<file path="config.mk">
export PLATFORM = sky130hd
export DESIGN_NAME = adc0809_responder
export DESIGN_NICKNAME = d
export VERILOG_FILES = /design/src/rtl/adc0809_responder.sv
export SDC_FILE = /design/constraint.sdc
export NUM_CORES = 1
export LEC_CHECK = 0
export BUFFER_PORTS_ARGS = -buffer_cell sky130_fd_sc_hd__buf_2
export CORE_UTILIZATION = 55
export DETAILED_ROUTE_END_ITERATION = 16
export MAX_ROUTING_LAYER = met4
export PLACE_DENSITY = 0.85
export SYNTH_ARGS = -nofsm -noshare
export SYNTH_HDL_FRONTEND = slang
export SYNTH_SLANG_ARGS = --single-unit
</file>
<file path="constraint.sdc">
create_clock -name clk -period 5.1 [get_ports clk]
set_input_delay 1.02 -clock clk [delete_from_list [all_inputs] [get_ports clk]]
set_output_delay 1.02 -clock clk [all_outputs]
set_load 0.005 [all_outputs]
</file>
<file path="src/rtl/adc0809_responder.sv">
// Behavioural responder for an ADC0809-style 8-channel converter.
// Mimics the chip's ale/st/oe/eoc handshake and runs an ideal 8-bit
// successive-approximation search paced by the controller's clk_adc.
module adc0809_responder #(
    parameter int unsigned TICKS_PER_BIT = 8
) (
    input  logic        clk,
    input  logic        reset,
    input  logic        clk_adc,
    input  logic        ale,
    input  logic        st,
    input  logic        oe,
    input  logic [2:0]  addr,
    input  logic [63:0] ain,
    output logic        eoc,
    output logic [7:0]  dout,
    output logic        dout_en,
    output logic        busy
);

    localparam int unsigned TickW = (TICKS_PER_BIT > 1) ? $clog2(TICKS_PER_BIT) : 1;
    localparam logic [TickW-1:0] TickLast = TickW'(TICKS_PER_BIT - 1);

    typedef enum logic [1:0] {
        StIdle,
        StStartHeld,
        StConvert
    } state_e;

    state_e           state_q;
    logic             clk_adc_q, clk_adc_prev_q;
    logic             ale_q, ale_prev_q;
    logic             st_q, st_prev_q;
    logic             oe_q;
    logic [2:0]       chan_q;
    logic [7:0]       sample_q;
    logic [7:0]       sar_q;
    logic [7:0]       result_q;
    logic [2:0]       bit_idx_q;
    logic [TickW-1:0] tick_q;
    logic             eoc_q;

    logic       adc_rise, ale_rise, st_rise, st_fall;
    logic [7:0] sample_sel;
    logic [7:0] trial;
    logic [7:0] sar_d;

    // Register the asynchronous control inputs once and keep the previous value for edges.
    always_ff @(posedge clk or posedge reset) begin
        if (reset) begin
            clk_adc_q      <= 1'b0;
            clk_adc_prev_q <= 1'b0;
            ale_q          <= 1'b0;
            ale_prev_q     <= 1'b0;
            st_q           <= 1'b0;
            st_prev_q      <= 1'b0;
            oe_q           <= 1'b0;
        end else begin
            clk_adc_q      <= clk_adc;
            clk_adc_prev_q <= clk_adc_q;
            ale_q          <= ale;
            ale_prev_q     <= ale_q;
            st_q           <= st;
            st_prev_q      <= st_q;
            oe_q           <= oe;
        end
    end

    // Edge strobes, selected channel and the current SAR trial decision.
    always_comb begin
        adc_rise   = clk_adc_q & ~clk_adc_prev_q;
        ale_rise   = ale_q & ~ale_prev_q;
        st_rise    = st_q & ~st_prev_q;
        st_fall    = ~st_q & st_prev_q;
        sample_sel = ain[{chan_q, 3'b000} +: 8];
        trial      = sar_q | (8'h01 << bit_idx_q);
        sar_d      = (trial <= sample_q) ? trial : sar_q;
    end

    // Channel register only moves on an ale rising edge, even mid-conversion.
    always_ff @(posedge clk or posedge reset) begin
        if (reset) begin
            chan_q <= 3'd0;
        end else if (ale_rise) begin
            chan_q <= addr;
        end
    end

    // Conversion FSM: st rise always (re)arms, st fall samples, clk_adc paces the search.
    always_ff @(posedge clk or posedge reset) begin
        if (reset) begin
            state_q   <= StIdle;
            eoc_q     <= 1'b1;
            sample_q  <= 8'h00;
            sar_q     <= 8'h00;
            result_q  <= 8'h00;
            bit_idx_q <= 3'd0;
            tick_q    <= '0;
        end else if (st_rise) begin
            // Abort whatever is in flight; the result latch is deliberately left alone.
            state_q   <= StStartHeld;
            eoc_q     <= 1'b0;
            bit_idx_q <= 3'd0;
            tick_q    <= '0;
        end else begin
            unique case (state_q)
                StIdle: begin
                end
                StStartHeld: begin
                    if (st_fall) begin
                        state_q   <= StConvert;
                        sample_q  <= sample_sel;
                        sar_q     <= 8'h00;
                        bit_idx_q <= 3'd7;
                        tick_q    <= '0;
                    end
                end
                StConvert: begin
                    if (adc_rise) begin
                        if (tick_q == TickLast) begin
                            tick_q <= '0;
                            sar_q  <= sar_d;
                            if (bit_idx_q == 3'd0) begin
                                result_q <= sar_d;
                                eoc_q    <= 1'b1;
                                state_q  <= StIdle;
                            end else begin
                                bit_idx_q <= bit_idx_q - 3'd1;
                            end
                        end else begin
                            tick_q <= tick_q + 1'b1;
                        end
                    end
                end
                default: state_q <= StIdle;
            endcase
        end
    end

    // Outputs are pure functions of registered state.
    always_comb begin
        eoc     = eoc_q;
        busy    = (state_q != StIdle);
        dout_en = oe_q;
        dout    = oe_q ? result_q : 8'h00;
    end

endmodule

</file>
== Word level (Yosys, flattened, before mapping) ==
Cells that the tools add are included.

* Add/subtract/negate cells: 2
* $mul: 0
* Divide/modulo/power cells: 0
* Magnitude comparators: 1
* Eq/ne operators: 12
* Shift operators: 2
* Mux-type cells: 28
* Bitwise gates (word level): 10
* Reductions and logical operators: 16

{| class="wikitable"
|+ Operators by type and width
! operator !! count
|-
| indexed part select 64 x 7 -> 8 bit || 1
|-
| 2-to-1 mux 8 bit || 5
|-
| 2-to-1 mux 3 bit || 9
|-
| AND reduction 5 bit || 4
|-
| case mux 8 bit (2 select lines) || 1
|-
| != test 3 bit (second input constant) || 5
|-
| case mux 3 bit (2 select lines) || 2
|-
| nonzero test 2 bit || 6
|-
| 2-to-1 mux 2 bit || 5
|-
| less-or-equal comparator 8 bit || 1
|-
| != test 2 bit (second input constant) || 4
|-
| OR 8 bit || 1
|-
| left shift 1 x 3 -> 8 bit (first input constant) || 1
|-
| case mux 2 bit (3 select lines) || 1
|-
| AND reduction 3 bit || 2
|-
| 2-to-1 mux 1 bit || 5
|-
| inverter 1 bit || 5
|-
| bitwise AND 1 bit || 4
|-
| AND reduction 4 bit || 1
|-
| adder 3 x 1 -> 3 bit (second input constant) || 1
|-
| equality test 3 bit (second input constant) || 1
|-
| zero test 3 bit || 1
|-
| nonzero test 3 bit || 1
|-
| subtractor 3 x 1 -> 3 bit (second input constant) || 1
|-
| 3 further kinds || 3
|}

* Bits in registers: 43
* Bits in latches: 0
* Bits in writable memories: 0
* Memory bits (read-only): 0
* Bits of input ports: 73
* Output and inout bits: 11
* Logic and storage cells: 86
* Memories: 0

== Logic depth before layout (Yosys ltp) ==
Gate-level depths: netlist (run 1).

* Depth in word-level cells: 7
* Mapped depth: 11
* Gate-level depth less buffers: 10

== Worst setup path before layout (run 1) ==
No wires, ideal clock.

* Path kind: flip-flop to flip-flop
* From: register bit_idx_q[0]
* To: register sar_q[1]
* Library setup time: 0.067 ns
* Arrival time: 2.168 ns
* Data required time: 5.033 ns
* Path slack: 2.865 ns
* Cell stages (with the launch flop): 11
* Path buffers: 1
* Clock period less this slack: 2.235 ns
* Cells stage by stage: dfrtp_1 -> inv_1 -> ha_1 -> nor2b_1 -> nor2_1 -> ha_1 -> nand4_1 -> or2_2 -> o21ai_0 -> clkbuf_1 -> a32o_1

* Word-level cells in the longest chain between the ends: 7

{| class="wikitable"
|+ Ends and longest elaborated chain
! what !! line !! text
|-
| start, declared || 39 || <nowiki>logic [2:0] bit_idx_q;</nowiki>
|-
| start signal, assigned || 128 || <nowiki>bit_idx_q <= bit_idx_q - 3'd1;</nowiki>
|-
| left shift 1 x 3 -> 8 bit * || 76 || <nowiki>trial = sar_q | (8'h01 << bit_idx_q);</nowiki>
|-
| OR 8 bit * || 76 ||
|-
| less-or-equal comparator 8 bit || 77 || <nowiki>sar_d = (trial <= sample_q) ? trial : sar_q;</nowiki>
|-
| 2-to-1 mux 8 bit * || 77 ||
|-
| 2-to-1 mux 8 bit * || 120 || <nowiki>if (tick_q == TickLast) begin</nowiki>
|-
| 2-to-1 mux 8 bit * || 119 || <nowiki>if (adc_rise) begin</nowiki>
|-
| case mux 8 bit (2 select lines) * || 106 || <nowiki>unique case (state_q)</nowiki>
|-
| end signal, assigned || 122 || <nowiki>sar_q <= sar_d;</nowiki>
|-
| end, declared || 37 || <nowiki>logic [7:0] sar_q;</nowiki>
|}

Mark *: on every way between the ends. The rest lies on a longest branch, timed or not. The select of a mux whose other input is x is not followed.
A chain may end at the register's enable or synchronous reset.

== Worst setup path in the final report (run 1) ==
* From: register state_q[1]
* To: output busy

* Word-level cells in the longest chain between the ends: 1

{| class="wikitable"
|+ Ends and longest elaborated chain
! what !! line !! text
|-
| start, declared || 30 || <nowiki>state_e state_q;</nowiki>
|-
| start signal, assigned || 92 || <nowiki>state_q <= StIdle;</nowiki>
|-
| start signal, assigned || 101 || <nowiki>state_q <= StStartHeld;</nowiki>
|-
| start signal, assigned || 111 || <nowiki>state_q <= StConvert;</nowiki>
|-
| nonzero test 2 bit || 143 || <nowiki>busy = (state_q != StIdle);</nowiki>
|-
| end, declared || 18 || <nowiki>output logic busy</nowiki>
|}

Every way passes these cells.

==> flow_results.org, run 1 <==
** Status
- Run status :: finished clean

** Clock network
- CTS saw 43 sinks.
- In this run the number of H-tree levels came out at 2.
- Cell chosen for the clock root :: sky130_fd_sc_hd__clkbuf_8
- After clock tree synthesis, the clock-pin slew on the worst setup and hold paths is 0.08 ns.
- Number of hold buffers added after cts :: 0
- The clock passes through at most 2 buffers.
- Clock tree from TritonCTS :: done
- The number of gates resized after CTS was 0.
- Setup bufs post-CTS :: 0
- TritonCTS created 5 clock buffers.
- Clock latency on the worst-skew pair :: ~0.3 ns

** Die
- Starting utilization of the core area :: 59.3%
- Measured along the x axis, the die boundary spans 71.7 um.
- Area of the die :: ~5100 um2
- The total area inside the core boundary comes to 4500 um2.
- Measured along the y axis, the die boundary spans just over 70 um.
- In this run the core area contains 24 standard-cell rows.
- Number of top-level design ports :: 84

** Global route
- Wire length of the first global-routing pass :: 9.33 mm
- Entering global routing, the biggest net connects 44 pins.
- Antenna violations before repair :: 0
- Global Route Usage Sum :: 24.5%
- The number of global-route vias before repair came to between 2000 and 2500.
- Global route total overflow :: 0

** Setup path
- Setup slack of the most critical reg-to-reg path :: 2.80 ns
- Grouping stages by cell kind, the critical path spends the most delay in flip-flops.
- In this design, the stage delay of the slowest critical-path cell is 0.56 ns.
- The critical path crosses 3 cells after its start point.
- The critical path is of the flip-flop to output port type.
- Reg2reg path depth :: 11
- The worst register-to-register path begins at bit_idx_q[0].
- List of cells traversed by the critical path :: nor2_1 -> inv_1 -> buf_2
- Largest fanout of any net on the critical path :: 15
- Type of element capturing the critical path :: output port
- End of the worst register-to-register path :: sar_q[3]
- STA classifies the critical path startpoint as a flip-flop.
- On the critical path, the stage with the largest delay is an instance of sky130_fd_sc_hd__dfrtp_1.
- Total buffers and inverters traversed by the critical path :: 2
- At the worst endpoint, the arrival time is 1.38 ns.
- Data required, critical path :: roughly 4 ns

** STA
- Time the final worst path needs with I/O delays and setup :: 2.40 ns
- For the final routed database, the setup TNS stands at 0 ns.
- Final setup violation count :: 0
- The worst path meets setup with 2.70 ns of slack.
- After layout, the worst path uses 47.1% of the clock period.
- The number of hold-slack violations in the final timing report was 0.
- Unrepaired setup endpoints after global routing :: no
- On the final layout, the worst clock skew is 0.00491 ns.
- For this run, the top clock speed supported by timing is approximately 420 MHz.
- Transition time of the tightest slew-check pin :: 0.908 ns
- Hold is met by between 0.3 and 0.4 ns.
- Headroom to the max-slew limit came out at 39.5%.
- The number of max-slew violations in the final report is 0.

** Pwr
- Worst ir drop on vdd :: 227 uV
- Total power density per cell area :: 368 nW/um2
- Summed over all cells, the static leakage comes to between 1.5 and 2 nW.

** Logic synthesis
- In this run the mean area of a mapped cell was 11.6 um2.
- Register bit count reported by yosys :: 43
- In the synthesized netlist, the number of instances is between 200 and 250.
- After synthesis, the cell types taking the most area are sky130_fd_sc_hd__dfrtp_1, sky130_fd_sc_hd__mux4_2, sky130_fd_sc_hd__ha_1.
- Share of synthesized area occupied by flip-flops and latches :: 40.3%
- Synthesized netlist net count :: between 300 and 400
- Post-synthesis cell area :: 2670 um2
- Number of different library cells in the post-synthesis netlist :: 49
- Most common cell in the netlist :: sky130_fd_sc_hd__dfrtp_1
- Most frequently used flop master after synthesis :: sky130_fd_sc_hd__dfrtp_1
- Portion of synthesized cell area occupied by the leading cell type :: 39.4%
- Counting flops with an async set or reset pin after synthesis yields a share of 100%.
- Yosys printed 0 warnings.
- The synthesized design contains 0 enable-type register cells.
- sky130_fd_sc_hd__dfrtp_1 takes more of the synthesized area than any other cell.
- The commonest cells after synthesis are sky130_fd_sc_hd__dfrtp_1, sky130_fd_sc_hd__ha_1, sky130_fd_sc_hd__inv_1.

** Layout
- Synth-to-layout area growth :: 20.4%
- Fraction of final layout cells with drive strength greater than 1 :: between 40% and 50%
- Final Util :: 71.4%
- Antenna Diode Count :: 0
- After the last flow step, the layout net total stands at 402.
- Summing all non-filler instances in the final layout gives an area of 3220 um2.

** Drt
- The detail route stage leaves a number of antenna-violating nets equal to 0.
- The first routing iteration left 142 violations.
- Number of detailed-routing iterations run before antenna repair :: 4
- Dividing the detail-routed wire length by the instance count gives 15.3 um.
- Total via count in the routed design :: 2131
- In the routed design, unresolved DRC markers number 0.
- DRT Wirelength :: 5.59 mm
- Using the TritonRoute via totals, the vias-per-cell ratio works out to 5.84.

** Hold path
- Min-Delay Path Class :: flip-flop to flip-flop
- The path with the worst hold slack has its endpoint at ale_prev_q.
- Min-Delay Path Depth :: 0
- Hold wc startpoint :: ale_q

** Placement
- Post-Place Setup Slack :: 2.83 ns
- Estimated wirelength of the detail-placed design :: 4.45 mm
- After detailed placement, the total cell area comes to 3110 um2.
- The congestion estimate from routability-driven global placement came to a little under 0.9.
- In this run the tool buffered the top-level ports with 83 buffer cells.

** Flow run
- Max-Cap Viols :: 0
registers in the layout, summed over array words and instances, names as in the netlist:
register,flops
dout_en,1
st_prev_q,1
clk_adc_q,1
sar_q,8
clk_adc_prev_q,1
ale_q,1
sample_q,8
result_q,8
ale_prev_q,1
chan_q,3
eoc,1
tick_q,3
st_q,1
state_q,2
bit_idx_q,3
power breakdown:
part / internal (mW) / leakage, nW / switching [mW]
clock network: 0.123 / 0.0505 / 0.116
registers: 0.401 / 0.552 / 0.0793
logic: 0.227 / 1.09 / 0.237
total: 0.751 / 1.69 / 0.432
logic make-up (layout without fill, tap and decap cells):
group	count (synthesis)	in the layout	share of synthesized area [%]
flip-flops	43	43	40.3
AND/OR/NAND/NOR	53	53	11.2
buffers and inverters	28	110	4.40
AO/OA/AOI/OAI	55	55	14.7
adder cells (fa/ha/maj)	17	17	7.97
multiplexers	35	35	21.4
metrics by stage:
stage	total power, mW	cells
detailed placement	0.945	357
global placement	0.920	357
CTS	1.18	365
floorplan	0.816	231
global route	1.28	365
finish	1.18	365
worst max path at each step:
stage / startpoint / slack, ns / end
2_1_floorplan: bit_idx_q[0] / 2.86 / sar_q[1]
3_3_place_gp: tick_q[0] / 2.95 / result_q[3]
3_5_place_dp: bit_idx_q[0] / 2.83 / sar_q[7]
4_1_cts: state_q[1] / 2.70 / busy
5_1_grt: state_q[1] / 2.57 / busy
6_report: state_q[1] / 2.70 / busy
routing by layer:
layer / vias to the layer above / GRT usage, % / wire [um]
li1: 1021 / - / -
met1: 995 / 27.7 / 2290
met2: 100 / 42.8 / 2780
met3: 15 / 5.20 / 384
met4: 0 / 8.93 / 129
met5: - / - / 0
placed cells by master (no fill, tap or decap), types with 3 or more instances in the layout:
cell type / instances
sky130_fd_sc_hd__a21o_1: 9
sky130_fd_sc_hd__a21oi_1: 9
sky130_fd_sc_hd__a32o_1: 7
sky130_fd_sc_hd__and2_1: 8
sky130_fd_sc_hd__buf_2: 83
sky130_fd_sc_hd__clkbuf_8: 7
sky130_fd_sc_hd__dfrtp_1: 42
sky130_fd_sc_hd__ha_1: 17
sky130_fd_sc_hd__inv_1: 17
sky130_fd_sc_hd__mux2_1: 3
sky130_fd_sc_hd__mux2_2: 5
sky130_fd_sc_hd__mux2i_1: 9
sky130_fd_sc_hd__mux4_2: 16
sky130_fd_sc_hd__nand2_1: 14
sky130_fd_sc_hd__nand2b_1: 3
sky130_fd_sc_hd__nand3_1: 5
sky130_fd_sc_hd__nor2_1: 5
sky130_fd_sc_hd__nor2b_1: 3
sky130_fd_sc_hd__o21ai_0: 15
sky130_fd_sc_hd__o31a_1: 3
layout make-up:
class / count / area, um2
Sequential cell: 43 / 1080
Clock inverter: 1 / 7.51
Timing Repair Buffer: 85 / 430
Fill cell: 323 / 1290
Inverter: 17 / 63.8
Tap cell: 52 / 65.1
Multi-Input combinational cell: 160 / 1480
Clock buffer: 7 / 96.3
(Power assumes the default switching activity.)
==> inputs of run 2 (changes only) <==
- CORE_UTILIZATION: 55 -> 46
- PLACE_DENSITY: 0.85 -> 0.76
- clock period: 5.1 -> 2 ns (I/O delays scaled with it)
==> run 2 against run 1 <==
  * The flow now finishes with violations (setup timing)
  * Clock skew is 0.0053 ns higher
  * Flip-flop and latch count unchanged
  * Clock power rose to 3.3 times the previous value
  * Hold slack got worse by 0.19 ns
  * Sequential power up 150%
  * First-iteration DRC count shrank 11%
  * Largest power group is now combinational logic
==> flow_results.org, run 2 (synthesis results as in run 1) <==
** Global route
- Global route total overflow :: 0 (unchanged)
- Via count of the first global-routing pass :: 2256 (+6.2%)
- Wire length of the first global-routing pass :: 9.93 mm (+6.4%)
- The total global routing track utilization was 21.7% (-2.7 points).
- Antenna violations before repair :: 0 (unchanged)
- Pin count of the biggest net entering global routing :: 44 (unchanged)

** Pwr
- The fraction of power spent switching nets came to 35.1% (-1.4 points).
- The net switching power figure came to 1.30 mW (+200%).
- The internal power component was 2.41 mW (+220%).
- Static Leakage :: 1.82 nW (+7.7%)
- The post-layout total power was 3.72 mW (+210%).
- Total power density per cell area :: 1040 nW/um2 (+180%)
- The clock share of power was 21.5% (+1.3 points).
- The proportion of power drawn by flip-flops and latches came to 31.9% (-8.7 points).
- Relative contribution of combinational cells to total power :: 46.6% (+7.4 points)
- The worst-case vdd ir drop came to 577 uV (+150%).

** Setup path
- Arrival @ worst endpoint :: 2.31 ns (+0.93 ns)
- The register-to-register setup slack is -0.12 ns (-2.92 ns).
- The highest net fanout along the worst path came to 6 (-9).
- The number of cell instances on the worst register-to-register path was 10 (-1).
- End of the worst register-to-register path :: result_q[1]
- Type of element capturing the critical path :: flip-flop
- The critical path starts at bit_idx_q[1].
- Startpoint types :: flip-flop
- Data required, critical path :: 2.19 ns (-1.89 ns)
- Crit path kind :: flip-flop to flip-flop
- Worst flop-to-flop path startpoint :: bit_idx_q[1]

** Drt
- Number of vias per cell after detailed routing :: 5.45 (-6.7%)
- The post-detailed-route wirelength per cell came to 14.8 um (-3.3%).
- # DRC :: 0 (unchanged)
- Starting DRC count in detailed routing :: 126 (-11%)
- Remaining antenna violation count after routing :: 0 (unchanged)
- The total routed wirelength is 6.04 mm (+8.0%).
- The via total after detailed routing is 2223 (+4.3%).
- Number of detailed-routing iterations run before antenna repair :: 4 (unchanged)

** Hold path
- Hold wc startpoint :: st
- Min-Delay Path Depth :: 1 (+1)
- Hold-critical path endpoint :: st_q
- Min-Delay Path Class :: input port to flip-flop

** Die
- The core area is 5540 um2 (+23%).
- The top-level I/O count was 84 (unchanged).
- Area of the die :: 6110 um2 (+19%)
- Starting utilization of the core area :: 48.2% (-11 points)
- The y dimension of the die is 78.2 um (+9.1%).
- The overall die width is 78.2 um (+9.1%).
- Number of standard-cell rows in the floorplan :: 27 (+13%)

** Layout
- Most common library cell in the layout ignoring fill and taps :: sky130_fd_sc_hd__buf_2
- Number of nets in the finished design :: 425 (+5.7%)
- In the layout the commonest cells are sky130_fd_sc_hd__buf_2, sky130_fd_sc_hd__dfrtp_1, sky130_fd_sc_hd__buf_4, sky130_fd_sc_hd__mux4_2, sky130_fd_sc_hd__inv_1.
- The number of filler instances in the final layout was 454 (+41%).
- Top Registers :: result_q (8), sample_q (8), sar_q (8)
- Antenna Diode Count :: 0 (unchanged)
- Final Util :: 64.5% (-6.9 points)
- Post-layout instance area :: 3570 um2 (+11%)
- Fraction of final layout cells with drive strength greater than 1 :: 50.0% (+8.8 points)
- The area growth from synthesis to layout is 33.7%.

** STA
- Slack of the critical path :: -0.116 ns (-2.81 ns)
- The number of max-slew violations in the final report came to 0 (unchanged).
- The total of endpoints with negative setup slack in the final report came to 12 (+12).
- Transition time of the tightest slew-check pin :: 0.629 ns (-0.279 ns)
- Maximum operating frequency :: 473 MHz
- Worst slack on hold paths :: 0.201 ns (-0.192 ns)
- Unrepaired setup endpoints after global routing :: yes
- Period Utilization, post-route :: 106%
- The worst relative slew slack came to 58.1% (+19 points).
- Final Hold Vio Count :: 0 (unchanged)
- The smallest clock period supported by the final layout is computed as 2.12 ns.
- Setup clock skew after layout :: 0.0102 ns (+0.00527 ns)

** Placement
- Estimated wirelength of the detail-placed design :: 4.57 mm (+2.7%)
- The standard cell area after detailed placement is 3300 um2 (+6.2%).
- Final GP Congestion :: 0.829 (-7.2%)
- The number of buffers added on ports was 83 (unchanged).

** Status
- Failing checks :: setup timing
- The run finished, with violations left.

** Clock network
- Sink Count :: 43 (unchanged)
- Clock latency on the worst-skew pair :: 0.30 ns (about the same)
- CTS clk-pin slew, worst paths :: 0.08 ns (about the same)
- TritonCTS built the clock tree.
- The largest buffer count on any clock path is 2 (unchanged).
- Htree depth :: 2 (unchanged)
- The number of buffers added by the clock tree synthesis step is 5 (unchanged).
- Cell chosen for the clock root :: sky130_fd_sc_hd__clkbuf_8

** Flow run
- The total of max-cap violations came to 0 (unchanged).
run 2: area by class of cell:
class,count,area [um2],share of cell area [%]
repair buffers,107,599,16.8
inverters,17,63.8,1.79
well taps,72,90.1,2.52
clock inverters,2,60.1,1.68
multi-input cells,161,1610,45.0
flip-flops and latches,43,1080,30.2
clock buffers,6,72.6,2.03
run 2: per-layer routing:
layer | up-vias | GRT usage, % | share of wire, %
li1 | 1065 | - | -
met4 | 0 | 7.22 | 0.88
met1 | 1056 | 25.1 | 41
met3 | 4 | 4.30 | 6.6
met2 | 98 | 38.0 | 52
met5 | - | - | 0
run 2: power by group through the flow:
stage	registers, mW	clock network, mW	logic (mW)
detailed placement	1.20	0	1.43
CTS	1.18	0.812	1.54
global placement	1.19	0	1.39
floorplan	1.14	0	1.02
finish	1.19	0.800	1.73
global route	1.21	0.855	1.94
run 2: repair_timing:
action	in CTS	in global routing
setup endpoints to repair	12	15
gates resized for setup	5	11
hold buffers	0	0
pin swaps	2	5
buffers inserted	1	2
cloned	1	0
run 2: worst max path at each step:
stage                  endpoint  slack [ns]  depth (start not counted)
finish              result_q[1]       -0.12                         10
floorplan              sar_q[1]      -0.002                         10
global placement       sar_q[2]       -0.15                          9
detailed placement     sar_q[4]       -0.26                          9
CTS                    sar_q[2]       -0.11                          7
global route        result_q[2]       -0.20                         11
run 2: through the flow:
step,instances,setup TNS [ns],setup WS [ns]
floorplan,231,-0.0106,-0.00211
global placement,396,-1.50,-0.146
detailed placement,396,-2.69,-0.257
CTS,406,-1.03,-0.108
global route,408,-2.05,-0.196
finish,408,-1.08,-0.116
run 2: worst max-delay path, stage by stage (launching register included):
cell	delay (ns)
sky130_fd_sc_hd__dfrtp_1	0.42
sky130_fd_sc_hd__inv_2	0.08
sky130_fd_sc_hd__ha_4	0.16
sky130_fd_sc_hd__a21o_1	0.18
sky130_fd_sc_hd__ha_4	0.27
sky130_fd_sc_hd__nor2b_1	0.12
sky130_fd_sc_hd__o211ai_1	0.12
sky130_fd_sc_hd__a21oi_2	0.15
sky130_fd_sc_hd__buf_6	0.14
sky130_fd_sc_hd__o21ai_4	0.08
sky130_fd_sc_hd__o31a_1	0.29
